File: config.mk
export PLATFORM = sky130hd
export DESIGN_NAME = ram_march_bist
export DESIGN_NICKNAME = d
export VERILOG_FILES = /design/src/rtl/ram_pkg.sv /design/src/rtl/march_addr_gen.sv /design/src/rtl/ram_march_bist.sv
export SDC_FILE = /design/constraint.sdc
export NUM_CORES = 1
export LEC_CHECK = 0
export ABC_AREA = 0
export BUFFER_PORTS_ARGS = -buffer_cell sky130_fd_sc_hd__buf_2
export CORE_MARGIN = 10
export CORE_UTILIZATION = 48
export CTS_CLUSTER_SIZE = 12
export DETAILED_ROUTE_END_ITERATION = 10
export HOLD_SLACK_MARGIN = 0.15
export PLACE_DENSITY = 0.73
export SYNTH_ARGS = -nofsm -noshare
export SYNTH_HDL_FRONTEND = slang
export SYNTH_SLANG_ARGS = --single-unit
File: constraint.sdc
create_clock -name clk -period 2.2 [get_ports clk]
set_input_delay 0.22 -clock clk [delete_from_list [all_inputs] [get_ports clk]]
set_output_delay 0.22 -clock clk [all_outputs]
set_load 0.1 [all_outputs]
File: src/rtl/ram_pkg.sv
// Shared definitions for the March C- BIST controller.
//   state_t          - controller FSM states
//   E0..E5           - march element indices
//   ELEM_* tables    - per-element direction, expected read background and
//                      write background, indexed by element number
package ram_pkg;

    typedef enum logic [2:0] {
        StIdle,
        StWr0,
        StRdA,
        StWrB,
        StRdOnly,
        StRdLast,
        StDone
    } state_t;

    localparam logic [2:0] E0 = 3'd0;
    localparam logic [2:0] E1 = 3'd1;
    localparam logic [2:0] E2 = 3'd2;
    localparam logic [2:0] E3 = 3'd3;
    localparam logic [2:0] E4 = 3'd4;
    localparam logic [2:0] E5 = 3'd5;

    // Bit e of each table describes element e (1 = ascending / all-ones).
    localparam logic [7:0] ELEM_ASCENDING  = 8'b0000_0111;
    localparam logic [7:0] ELEM_READ_ONES  = 8'b0001_0100;
    localparam logic [7:0] ELEM_WRITE_ONES = 8'b0000_1010;

endpackage

File: src/rtl/march_addr_gen.sv
// Up/down address counter for the march sequence.
//   clk, rst    - clock, asynchronous active-high reset
//   load_zero   - load address 0 (highest priority)
//   load_max    - load address N-1
//   step        - advance one address in the selected direction
//   ascending   - counting direction
//   addr        - current address (registered)
//   terminal    - current address is the last one for this direction
module march_addr_gen #(
    parameter int unsigned ADDR_WIDTH = 4
) (
    input  logic                  clk,
    input  logic                  rst,
    input  logic                  load_zero,
    input  logic                  load_max,
    input  logic                  step,
    input  logic                  ascending,
    output logic [ADDR_WIDTH-1:0] addr,
    output logic                  terminal
);

    localparam logic [ADDR_WIDTH-1:0] ADDR_MAX = '1;

    logic [ADDR_WIDTH-1:0] addr_q;

    assign terminal = ascending ? (addr_q == ADDR_MAX) : (addr_q == '0);
    assign addr     = addr_q;

    // Stepping stops at the terminal address so the counter never wraps.
    always_ff @(posedge clk or posedge rst) begin
        if (rst) begin
            addr_q <= '0;
        end else if (load_zero) begin
            addr_q <= '0;
        end else if (load_max) begin
            addr_q <= ADDR_MAX;
        end else if (step && !terminal) begin
            addr_q <= ascending ? addr_q + 1'b1 : addr_q - 1'b1;
        end
    end

endmodule

File: src/rtl/ram_march_bist.sv
// March C- built-in self-test controller for a synchronous single-port RAM.
//   clk, rst       - clock (shared with the RAM), asynchronous active-high reset
//   start          - one-cycle request to begin a run (ignored while busy)
//   ram_we/addr/wdata - registered RAM controls
//   ram_rdata      - RAM registered read data (one-cycle latency)
//   busy, done     - run in progress / run finished
//   pass           - valid with done, 1 = no mismatch
//   fail_elem/addr/data - diagnostics of the first mismatch
module ram_march_bist
    import ram_pkg::*;
#(
    parameter int unsigned DATA_WIDTH = 8,
    parameter int unsigned ADDR_WIDTH = 4
) (
    input  logic                  clk,
    input  logic                  rst,
    input  logic                  start,
    output logic                  ram_we,
    output logic [ADDR_WIDTH-1:0] ram_addr,
    output logic [DATA_WIDTH-1:0] ram_wdata,
    input  logic [DATA_WIDTH-1:0] ram_rdata,
    output logic                  busy,
    output logic                  done,
    output logic                  pass,
    output logic [2:0]            fail_elem,
    output logic [ADDR_WIDTH-1:0] fail_addr,
    output logic [DATA_WIDTH-1:0] fail_data
);

    state_t                state_q, state_d;
    logic [2:0]            elem_q, elem_d;
    logic                  ram_we_q, ram_we_d;
    logic [DATA_WIDTH-1:0] ram_wdata_q, ram_wdata_d;
    logic [ADDR_WIDTH-1:0] rd_addr_q;
    logic                  rd_valid_q;
    logic                  pass_q;
    logic [2:0]            fail_elem_q;
    logic [ADDR_WIDTH-1:0] fail_addr_q;
    logic [DATA_WIDTH-1:0] fail_data_q;

    logic load_zero, load_max, step, addr_terminal;
    logic start_accept, cmp_en, mismatch;

    march_addr_gen #(
        .ADDR_WIDTH(ADDR_WIDTH)
    ) u_addr_gen (
        .clk      (clk),
        .rst      (rst),
        .load_zero(load_zero),
        .load_max (load_max),
        .step     (step),
        .ascending(ELEM_ASCENDING[elem_q]),
        .addr     (ram_addr),
        .terminal (addr_terminal)
    );

    assign start_accept = start && (state_q == StIdle || state_q == StDone);
    // In RD_ONLY the first cycle has no returned data yet.
    assign cmp_en   = (state_q == StWrB) || (state_q == StRdLast) ||
                      (state_q == StRdOnly && rd_valid_q);
    assign mismatch = cmp_en && (ram_rdata != {DATA_WIDTH{ELEM_READ_ONES[elem_q]}});

    always_ff @(posedge clk or posedge rst) begin
        if (rst) begin
            state_q <= StIdle;
        end else begin
            state_q <= state_d;
        end
    end

    always_comb begin
        state_d   = state_q;
        elem_d    = elem_q;
        load_zero = 1'b0;
        load_max  = 1'b0;
        step      = 1'b0;
        unique case (state_q)
            StIdle, StDone: begin
                if (start_accept) begin
                    state_d   = StWr0;
                    elem_d    = E0;
                    load_zero = 1'b1;
                end
            end
            StWr0: begin
                if (addr_terminal) begin
                    state_d   = StRdA;
                    elem_d    = E1;
                    load_zero = 1'b1;
                end else begin
                    step = 1'b1;
                end
            end
            StRdA: state_d = StWrB;
            StWrB: begin
                if (mismatch) begin
                    state_d = StDone;
                end else if (!addr_terminal) begin
                    state_d = StRdA;
                    step    = 1'b1;
                end else begin
                    state_d = StRdA;
                    unique case (elem_q)
                        E1: begin elem_d = E2; load_zero = 1'b1; end
                        E2: begin elem_d = E3; load_max  = 1'b1; end
                        E3: begin elem_d = E4; load_max  = 1'b1; end
                        default: begin
                            elem_d   = E5;
                            load_max = 1'b1;
                            state_d  = StRdOnly;
                        end
                    endcase
                end
            end
            StRdOnly: begin
                if (mismatch) begin
                    state_d = StDone;
                end else if (addr_terminal) begin
                    state_d = StRdLast;
                end else begin
                    step = 1'b1;
                end
            end
            StRdLast: state_d = StDone;
            default:  state_d = StIdle;
        endcase
    end

    always_comb begin
        ram_we_d    = (state_d == StWr0) || (state_d == StWrB);
        ram_wdata_d = ram_we_d ? {DATA_WIDTH{ELEM_WRITE_ONES[elem_d]}} : '0;
        busy        = (state_q != StIdle) && (state_q != StDone);
        done        = (state_q == StDone);
        // The write slot paired with a failing read is cancelled so the faulty
        // word is left untouched for post-mortem inspection.
        ram_we      = ram_we_q && !mismatch;
    end

    always_ff @(posedge clk or posedge rst) begin
        if (rst) begin
            elem_q      <= E0;
            ram_we_q    <= 1'b0;
            ram_wdata_q <= '0;
            rd_addr_q   <= '0;
            rd_valid_q  <= 1'b0;
            pass_q      <= 1'b0;
            fail_elem_q <= '0;
            fail_addr_q <= '0;
            fail_data_q <= '0;
        end else begin
            elem_q      <= elem_d;
            ram_we_q    <= ram_we_d;
            ram_wdata_q <= ram_wdata_d;
            rd_addr_q   <= ram_addr;
            rd_valid_q  <= (state_q == StRdOnly);
            if (start_accept) begin
                pass_q      <= 1'b0;
                fail_elem_q <= '0;
                fail_addr_q <= '0;
                fail_data_q <= '0;
            end else if (mismatch) begin
                fail_elem_q <= elem_q;
                fail_addr_q <= rd_addr_q;
                fail_data_q <= ram_rdata;
            end else if (state_q == StRdLast) begin
                pass_q <= 1'b1;
            end
        end
    end

    assign ram_wdata = ram_wdata_q;
    assign pass      = pass_q;
    assign fail_elem = fail_elem_q;
    assign fail_addr = fail_addr_q;
    assign fail_data = fail_data_q;

endmodule

==> impl_metrics.yaml, run 1 <==
finish:
  area_delta_synth_final_pct: 24.3
  seqCellArea_um2: 832
  multi_input_logic_area_um2: 970
  n_antenna_cell: 0
  layout.cells.most_common_list: "buf_2 (40), nand2_1 (35), dfrtp_1 (28)"
  fraction_of_layout_cells_with_a_size_suffix_above_1: 0.333
  finalInstanceArea_um2: 2350
  fin_util: 0.629
  mostFrequentLayoutCell: "buf_2"
  layoutNonFillerInstCount: 300
  fillers: 323
  nNetsFinal: 265
place:
  gp_routability_congestion: 0.887
  port-buffer-count: 41
  placed_area_um2: 2190
  dp.final_hpwl_um: 3590
  dp_slack_ns: 0.0745
  post-place-cells: 291
sta:
  worstMarginPinSlew_ns: 0.722
  headroom_to_the_max_slew_limit: 0.518
  post-route-period-util: 0.950
  skew_ns: 0.00997
  finalWorstSetupSlack_ns: 0.109
  maximum_achievable_frequency_ghz: 0.478
  report.final.hold_viol_count: 0
  min_period_ns: 2.09
  final_max_slew_viol_count: 0
  setup_violations: 0
synthesis:
  synth-seq-cells: 33
  ys_seq_area_frac: 0.436
  ys_types: 52
  synthFlopType: "dfrtp_1"
  syn-mean-instance-area_um2: 9.23
  post_synthesis_cell_count: 205
  synth_area_um2: 1890
  synth-warning-count: 0
  yosysTopAreaCell: "dfrtp_1"
  synth.top_cell.area_share: 0.436
  mappedNetlistNets: 219
  ys_top_cells_by_area: "dfrtp_1 (44%), nand2_1 (6.9%), o21ai_0 (5.0%), buf_4 (3.6%), nor2_1 (2.0%)"
  async_reset_ff_frac: 1.00
  number_of_synthesized_flops_with_an_enable_pin: 0
global_route:
  grt_pass1_wl_um: 7890
  grt_overflow: 0
  number_of_antenna_violations_at_the_first_check_in_global_routing: 0
  first_global_vias: 1685
  grt_max_degree: 20
  grt.total_usage: 0.133
worst_setup_path:
  timing.critical_path.fanout_max: 17
  worstPathArrival_ns: 1.87
  crit_chain: "xnor2_4 > o211a_1 > nor3_2 > buf_6 > nor2b_2 > buf_12"
  critical_path.slowest_cell: "dfrtp_1"
  critical_path.startpoint_type: "flop"
  worst_path_largest_cell_delay_ns: 0.47
  worst_ep_required_time_ns: 1.98
  critical_path_class: "flop to output pin"
  cp-end-kind: "output pin"
cts:
  worst_setup_hold_path_clk_slew_ns: 0.07
  number_of_buffers_added_by_the_clock_tree_synthesis_step: 5
  worst_case_clock_buffer_depth: 2
  cts_setup_buffers: 0
  cts-htree-levels: 2
  cts_tree: "built"
  ctsRootBufferMaster: "clkbuf_8"
  total_clock_sinks: 33
  clk_latency_ns: 0.29
route:
  vias: 1681
  antenna_violating_nets_post_route: 0
  drt_drc_violations_left: 0
  drt_pre_antenna_iters: 4
  drt-wirelength-per-cell_um: 15.5
  via_per_inst: 5.60
  routed_wl_um: 4650
  drtIter0Drc: 107
hold_path:
  worst_min_delay_path_class: "input pin to flop"
floorplan:
  initial_utilization: 0.506
  design.die.area_um2: 6860
  ioPinCount: 42
  fp.dieW_um: 82.8
  rows: 22
  dieHeight_um: 82.8
  floorplan.core_area_um2: 3740
outcome:
  run_status: "completed"
job:
  max_cap_viol_count: 0
==> stage by stage <==
step           setup TNS, ns  hold slack, ns
6_report                   0           0.169
5_1_grt             -0.00325           0.188
4_1_cts                    0           0.170
3_5_place_dp               0           0.369
3_3_place_gp               0           0.366
2_1_floorplan       -0.00474           0.306
==> path summary, 6_finish.rpt <==
path                       cells past startpoint                 end         start  slack, ns
min in group asynchronous                      3        fail_data[7]           rst       0.59
hold / removal                                 3        fail_data[0]  ram_rdata[0]       0.17
max in group asynchronous                      4          state_q[2]           rst       0.92
hold reg to reg                                2        fail_addr[1]  rd_addr_q[1]       0.46
setup reg to reg                               8  u_addr_gen.addr[3]     elem_q[1]       0.15
setup / recovery                               6              ram_we     elem_q[1]       0.11
==> critical path: cells and delay by family (launching register included) <==
kind            cells  cell delay [ns]
xor+xnor            1             0.21
flops               1             0.47
simple gates        2             0.29
compound gates      1             0.27
buf+inv             2             0.35
==> area by class of cell <==
type                            instances  share of cell area
Clock inverter                          2              0.0149
Tap cell                               48              0.0255
Sequential cell                        33               0.354
Inverter                                6             0.00957
Multi-Input combinational cell        146               0.412
Clock buffer                            6              0.0308
Timing Repair Buffer                   59               0.154
==> registers in the layout, indices dropped and copies added (netlist names) <==
signal	cells
elem_q	3
fail_elem	3
rd_addr_q	4
state_q	3
ram_wdata	1
pass	1
rd_valid_q	1
u_addr_gen.addr	4
fail_addr	4
fail_data	8
ram_we_q	1
==> cells in the mapped netlist (4+ instances only) <==
cell type / instances
nand3_1: 5
buf_4: 9
nand4_1: 4
a21oi_1: 6
nand2_1: 35
nor2_1: 10
inv_1: 6
a211oi_1: 4
dfrtp_1: 33
o21ai_0: 19
nor2b_1: 4
clkbuf_1: 6
nor4_1: 5
==> cell families after synthesis <==
group / after synthesis / share of synthesized area
xor+xnor: 6 / 0.0317
compound gates: 53 / 0.196
fa+ha+maj: 3 / 0.0238
flops: 33 / 0.436
simple gates: 80 / 0.215
buf+inv: 26 / 0.0753
mux: 4 / 0.0218
==> timing repair <==
| action | in CTS | in global routing |
|---|---|---|
| resized for setup | 1 | 7 |
| hold buffers | 1 | 0 |
| hold endpoints to repair | 18 | 0 |
| cloned | 0 | 0 |
| pin swaps | 0 | 0 |
| endpoints found under the setup margin | 1 | 5 |
==> per-layer routing <==
layer / GRT usage / vias to the layer above / routed length (µm)
met1: 0.158 / 786 / 1960
met3: 0.0537 / 11 / 429
met5: 0 / - / 0
met2: 0.205 / 66 / 2180
met4: 0.0585 / 0 / 83
li1: - / 818 / -
Power of run 1 is not shown: default switching activity piles up to over one toggle a cycle in this logic, so the estimate is an artifact.
==> run 2: changes to the inputs <==
- SETUP_SLACK_MARGIN: default -> 0.5
==> run 2 against run 1 <==
Effect of this change:
- worst hold slack lost 0.0019 ns
- highest routed layer unchanged
- via count grew 27%
- register-to-register slack lost 0.03 ns
- count of clock-buffer cells in the layout is the same
- final area grew 32%
- final cell count grew 14%
- global-route usage grew 2.3 points
- die area is the same
- fmax grew 0.36%
- critical path depth shrank 1
- clock skew shrank 0.0013 ns
==> impl_metrics.yaml, run 2 (same netlist as run 1, synthesis figures left out) <==
worst_setup_path:
  worstReg2RegEnd: "u_addr_gen.addr[2]"
  r2r.worst_path.cells: 5
  critical_path.slowest_cell: "or4_4"
  worstPathArrival_ns: 2.27
  worst_ep_required_time_ns: 2.39
  reg2reg_setup_slack_ns: 0.12
  cp-end-kind: "flop"
  crit_chain: "xnor2_4 > or4_4 > a2111oi_4 > nor2_1 > a211oi_2"
  r2r-start: "elem_q[1]"
  worst_path_largest_cell_delay_ns: 0.48
  critical_path.startpoint_type: "flop"
  timing.critical_path.fanout_max: 4
  critical_path_class: "flop to flop"
cts:
  worst_case_clock_buffer_depth: 2
  number_of_buffers_added_by_the_clock_tree_synthesis_step: 5
  worst_setup_hold_path_clk_slew_ns: 0.07
  cts_tree: "built"
  cts-htree-levels: 2
  ctsRootBufferMaster: "clkbuf_8"
  total_clock_sinks: 33
  clk_latency_ns: 0.29
place:
  dp.final_hpwl_um: 3630
  dp_slack_ns: -0.0130
  gp_routability_congestion: 0.869
  port-buffer-count: 41
sta:
  skew_ns: 0.00870
  setup_total_negative_slack_ns: 0
  setup_violations: 0
  headroom_to_the_max_slew_limit: 0.579
  report.final.hold_viol_count: 0
  post-route-period-util: 0.947
  min_period_ns: 2.08
  rsz0062_at_grt: "true"
  worstMarginPinSlew_ns: 0.626
  final_max_slew_viol_count: 0
  maximum_achievable_frequency_ghz: 0.480
  finalWorstSetupSlack_ns: 0.117
global_route:
  grtUsageMet3: 0.0479
  grt_max_degree: 21
  number_of_antenna_violations_at_the_first_check_in_global_routing: 0
  grt_pass1_wl_um: 9140
  grt_use_met1: 0.185
  grt_overflow: 0
  top_usage_layer: "met2"
  grt.total_usage: 0.156
  grtUsageMet2: 0.253
  first_global_vias: 1844
floorplan:
  rows: 22
  initial_utilization: 0.506
  ioPinCount: 42
  design.die.area_um2: 6860
  dieHeight_um: 82.8
  floorplan.core_area_um2: 3740
  fp.dieW_um: 82.8
finish:
  number_of_flip_flops_under_the_largest_register_name: 8
  n_antenna_cell: 0
  nNetsFinal: 307
  fraction_of_layout_cells_with_a_size_suffix_above_1: 0.554
  fin_util: 0.830
  mostFrequentLayoutCell: "buf_4"
  fillers: 196
  multi_input_logic_area_um2: 1270
  seqCellArea_um2: 846
  layout.cells.most_common_list: "buf_4 (44), buf_2 (39), nand2_1 (32)"
  area_delta_synth_final_pct: 64.2
hold_path:
  worst_hold_startpoint: "ram_rdata[0]"
  min_delay_worst_endpoint: "fail_data[0]"
  min_delay_path_depth: 3
  worst_min_delay_path_class: "input pin to flop"
route:
  drtIter0Drc: 233
  drt_drc_violations_left: 0
  antenna_violating_nets_post_route: 0
  drt_pre_antenna_iters: 5
  drt-wirelength-per-cell_um: 20.9
  routed_wl_um: 7160
  vias: 2141
  via_per_inst: 6.26
pwr:
  power.ir.vdd_worst_mv: 1.23
  power_density_nw_per_um2: 1720
  cellLeakagePower_nw: 1.40
outcome:
  run_status: "completed"
job:
  max_cap_viol_count: 0
## run 2: changes by cell type in the layout (fill, tap and decap cells not counted), moves of 4 or more
cell | before | now
o21ai_0 | 19 | 2
buf_6 | 1 | 8
dfrtp_4 | 0 | 4
buf_4 | 16 | 44
o21ai_1 | 0 | 14
## run 2: worst max path at each step
| stage | to | start | cells past startpoint | slack [ns] |
|---|---|---|---|---|
| 2_1_floorplan | u_addr_gen.addr[3] | elem_q[0] | 9 | 0.26 |
| 3_3_place_gp | ram_we | elem_q[2] | 5 | 0.09 |
| 3_5_place_dp | ram_we | elem_q[2] | 5 | -0.01 |
| 4_1_cts | u_addr_gen.addr[1] | elem_q[1] | 5 | 0.22 |
| 5_1_grt | u_addr_gen.addr[2] | ram_rdata[4] | 7 | 0.03 |
| 6_report | u_addr_gen.addr[2] | elem_q[1] | 5 | 0.12 |
## run 2: layout make-up
class	count	share of cell area
clock buffer	6	0.0266
clock inverter	2	0.0121
inverter	6	0.00725
multi-input combinational	146	0.409
sequential	33	0.272
tap	48	0.0193
timing repair buffer	101	0.254
## run 2: metal layers
layer  part of all wire  wire [µm]  vias to the layer above
li1                   -          -                      902
met1               0.37       2650                     1025
met2               0.49       3510                      175
met3               0.10        721                       39
met4              0.038        269                        0
met5                  0          0                        -
## run 2: critical path: cells and delay by family (launching register included)
family	cells	cell delay, ns
compound gates	2	0.72
xor+xnor	1	0.17
flops	1	0.47
simple gates	2	0.61
## run 2: repair_timing
| item | in CTS | in global routing |
|---|---|---|
| pin swaps | 10 | 20 |
| hold endpoints to repair | 13 | 0 |
| gates cloned | 0 | 2 |
| gates resized for setup | 36 | 56 |
| buffers inserted | 22 | 23 |
| setup endpoints to repair | 31 | 31 |
| hold buffers | 1 | 0 |
## run 2: report_power, final
| part | leakage (nW) | internal (mW) | total, mW | switching (mW) |
|---|---|---|---|---|
| clock network | 0.0574 | 0.368 | 0.605 | 0.236 |
| logic | 0.921 | 1.25 | 3.70 | 2.45 |
| registers | 0.418 | 0.853 | 1.06 | 0.203 |
## run 2: stage by stage
| step | cells | hold WS (ns) | instance area [µm²] | power [mW] |
|---|---|---|---|---|
| finish | 342 | 0.167 | 3110 | 5.36 |
| global route | 342 | 0.181 | 3110 | 5.58 |
| CTS | 317 | 0.161 | 2680 | 4.59 |
| global placement | 286 | 0.307 | 2230 | 3.61 |
| floorplan | 205 | 0.306 | 2010 | 3.17 |
| detailed placement | 286 | 0.316 | 2230 | 3.64 |
(Power assumes the default switching activity.)
==> run 3: changes to the inputs <==
- GPL_TIMING_DRIVEN: default -> 0
==> run 3 against run 2 <==
Effect of this change:
- fmax fell by 1.4%
- largest cell class unchanged
- via count is 3.6% lower
- final area is 2.3% lower
- power fell by 2.5%
- core utilization shrank 1.9 points
- setup slack got worse by 0.029 ns
- sequential power is 4% lower
- first-iteration DRC count down 14%
- worst hold slack better by 0.0015 ns
- combinational power fell by 2%
- flip-flop and latch count unchanged
- register-to-register slack worse by 0.03 ns
==> impl_metrics.yaml, run 3 (same netlist as run 1, synthesis figures left out) <==
route:
  drt-wirelength-per-cell_um: 19.9
  via_per_inst: 6.04
  routed_wl_um: 6790
  antenna_violating_nets_post_route: 0
  drt_drc_violations_left: 0
  drt_pre_antenna_iters: 5
  drtIter0Drc: 200
  vias: 2064
worst_setup_path:
  critical_path.slowest_cell: "a2111oi_4"
  cp-end-kind: "flop"
  r2r-start: "state_q[2]"
  critical_path_class: "flop to flop"
  worst_ep_required_time_ns: 2.40
  cp_num_buf_inv: 1
  timing.critical_path.max_delay_family: "simple AND/OR/NAND/NOR gates"
  crit_chain: "buf_6 > nor2b_1 > nand2_1 > a2111oi_4 > nor2_1 > a211oi_1"
  worstPathArrival_ns: 2.31
  timing.critical_path.fanout_max: 6
  r2r.worst_path.cells: 6
  reg2reg_setup_slack_ns: 0.09
  worst_path_largest_cell_delay_ns: 0.47
  worstReg2RegEnd: "u_addr_gen.addr[1]"
  critical_path.startpoint_type: "flop"
finish:
  seqCellArea_um2: 841
  layout.cells.most_common_list: "buf_2 (40), buf_4 (36), nand2_1 (35)"
  number_of_flip_flops_under_the_largest_register_name: 8
  fraction_of_layout_cells_with_a_size_suffix_above_1: 0.520
  area_delta_synth_final_pct: 60.3
  mostFrequentLayoutCell: "buf_2"
  nNetsFinal: 307
  multi_input_logic_area_um2: 1160
  fin_util: 0.811
  fillers: 204
  n_antenna_cell: 0
  finalInstanceArea_um2: 3040
pwr:
  share_comb_of_total_power: 0.696
  power.ir.vdd_worst_mv: 1.07
  power_density_nw_per_um2: 1720
  total_switching_power_mw: 2.81
  intPower_mw: 2.42
  cellLeakagePower_nw: 1.43
  power.clock.fraction: 0.109
  swShare: 0.537
  sequentialPowerShare: 0.195
  report.power.total_mw: 5.22
sta:
  final_max_slew_viol_count: 0
  report.final.hold_viol_count: 0
  min_period_ns: 2.11
  post-route-period-util: 0.960
  headroom_to_the_max_slew_limit: 0.509
  hold_ws_ns: 0.169
  worstMarginPinSlew_ns: 0.736
  skew_ns: 0.00663
  setup_violations: 0
  maximum_achievable_frequency_ghz: 0.473
  rsz0062_at_grt: "true"
job:
  max_cap_viol_count: 0
hold_path:
  worst_hold_startpoint: "ram_rdata[4]"
  worst_min_delay_path_class: "input pin to flop"
  min_delay_path_depth: 3
  min_delay_worst_endpoint: "fail_data[4]"
global_route:
  grt.total_usage: 0.168
  first_global_vias: 1977
  grt_max_degree: 34
  grt_pass1_wl_um: 9810
  grt_overflow: 0
  number_of_antenna_violations_at_the_first_check_in_global_routing: 0
cts:
  ctsRootBufferMaster: "clkbuf_8"
  worst_case_clock_buffer_depth: 2
  cts-htree-levels: 2
  number_of_buffers_added_by_the_clock_tree_synthesis_step: 5
  total_clock_sinks: 33
  cts_tree: "built"
  worst_setup_hold_path_clk_slew_ns: 0.07
  clk_latency_ns: 0.29
place:
  gp_routability_congestion: 0.914
  placed_area_um2: 2270
  port-buffer-count: 41
  dp.final_hpwl_um: 3520
floorplan:
  floorplan.core_area_um2: 3740
  design.die.area_um2: 6860
  fp.dieW_um: 82.8
  ioPinCount: 42
  dieHeight_um: 82.8
  initial_utilization: 0.506
  rows: 22
outcome:
  run_status: "completed"
run 3: per-stage QoR:
| step | TNS (ns) | std cells | setup slack [ns] |
|---|---|---|---|
| after floorplan | 0 | 205 | 0.265 |
| final | 0 | 342 | 0.0877 |
| after global routing | -0.0300 | 342 | -0.0208 |
| after global placement | 0 | 294 | 0.0336 |
| after CTS | 0 | 330 | 0.225 |
| after detailed placement | -0.0546 | 294 | -0.0296 |
run 3: timing repair:
item	4_1_cts	5_1_grt
endpoints found under the hold margin	0	17
hold buffers	0	1
resized for setup	39	45
setup endpoints to repair	31	30
buffers inserted	28	7
cloned	0	3
pin swaps	11	17
run 3: layer usage:
| metal | track usage | wire, µm | vias to the layer above |
|---|---|---|---|
| met4 | 0.0892 | 331 | 0 |
| met5 | 0 | 0 | - |
| met3 | 0.0459 | 576 | 34 |
| li1 | - | - | 899 |
| met2 | 0.272 | 3310 | 128 |
| met1 | 0.197 | 2570 | 1003 |
run 3: power groups by stage:
stage / Sequential [mW] / Clock, mW / Combinational, mW
after CTS: 0.999 / 0.565 / 3.06
after detailed placement: 1.03 / 0 / 2.60
final: 1.02 / 0.569 / 3.63
after global routing: 1.05 / 0.591 / 3.82
after global placement: 1.03 / 0 / 2.58
after floorplan: 1.94 / 0 / 1.23
run 3: layout make-up:
type                    instances  area share
plain buffers                  20      0.0680
clock buffers                   6      0.0239
clock inverters                 2      0.0115
inverters                       6     0.00742
multi-input cells             146       0.384
flip-flops and latches         33       0.277
well taps                      48      0.0198
repair buffers                 81       0.209
run 3: worst max path at each step:
stage                     startpoint  cells after the start                  to
after floorplan            elem_q[0]                      9  u_addr_gen.addr[3]
after global placement     elem_q[2]                      6              ram_we
after detailed placement   elem_q[2]                      6              ram_we
after CTS                  elem_q[2]                      6  u_addr_gen.addr[1]
after global routing      state_q[2]                      6  u_addr_gen.addr[2]
final                     state_q[2]                      6  u_addr_gen.addr[1]
run 3: worst reg2reg max path, cell delays in order (launching register included):
cell and delay (ns):
dfrtp_1 0.42, buf_6 0.15, nor2b_1 0.42, nand2_1 0.24, a2111oi_4 0.47, nor2_1 0.09
a211oi_1 0.23
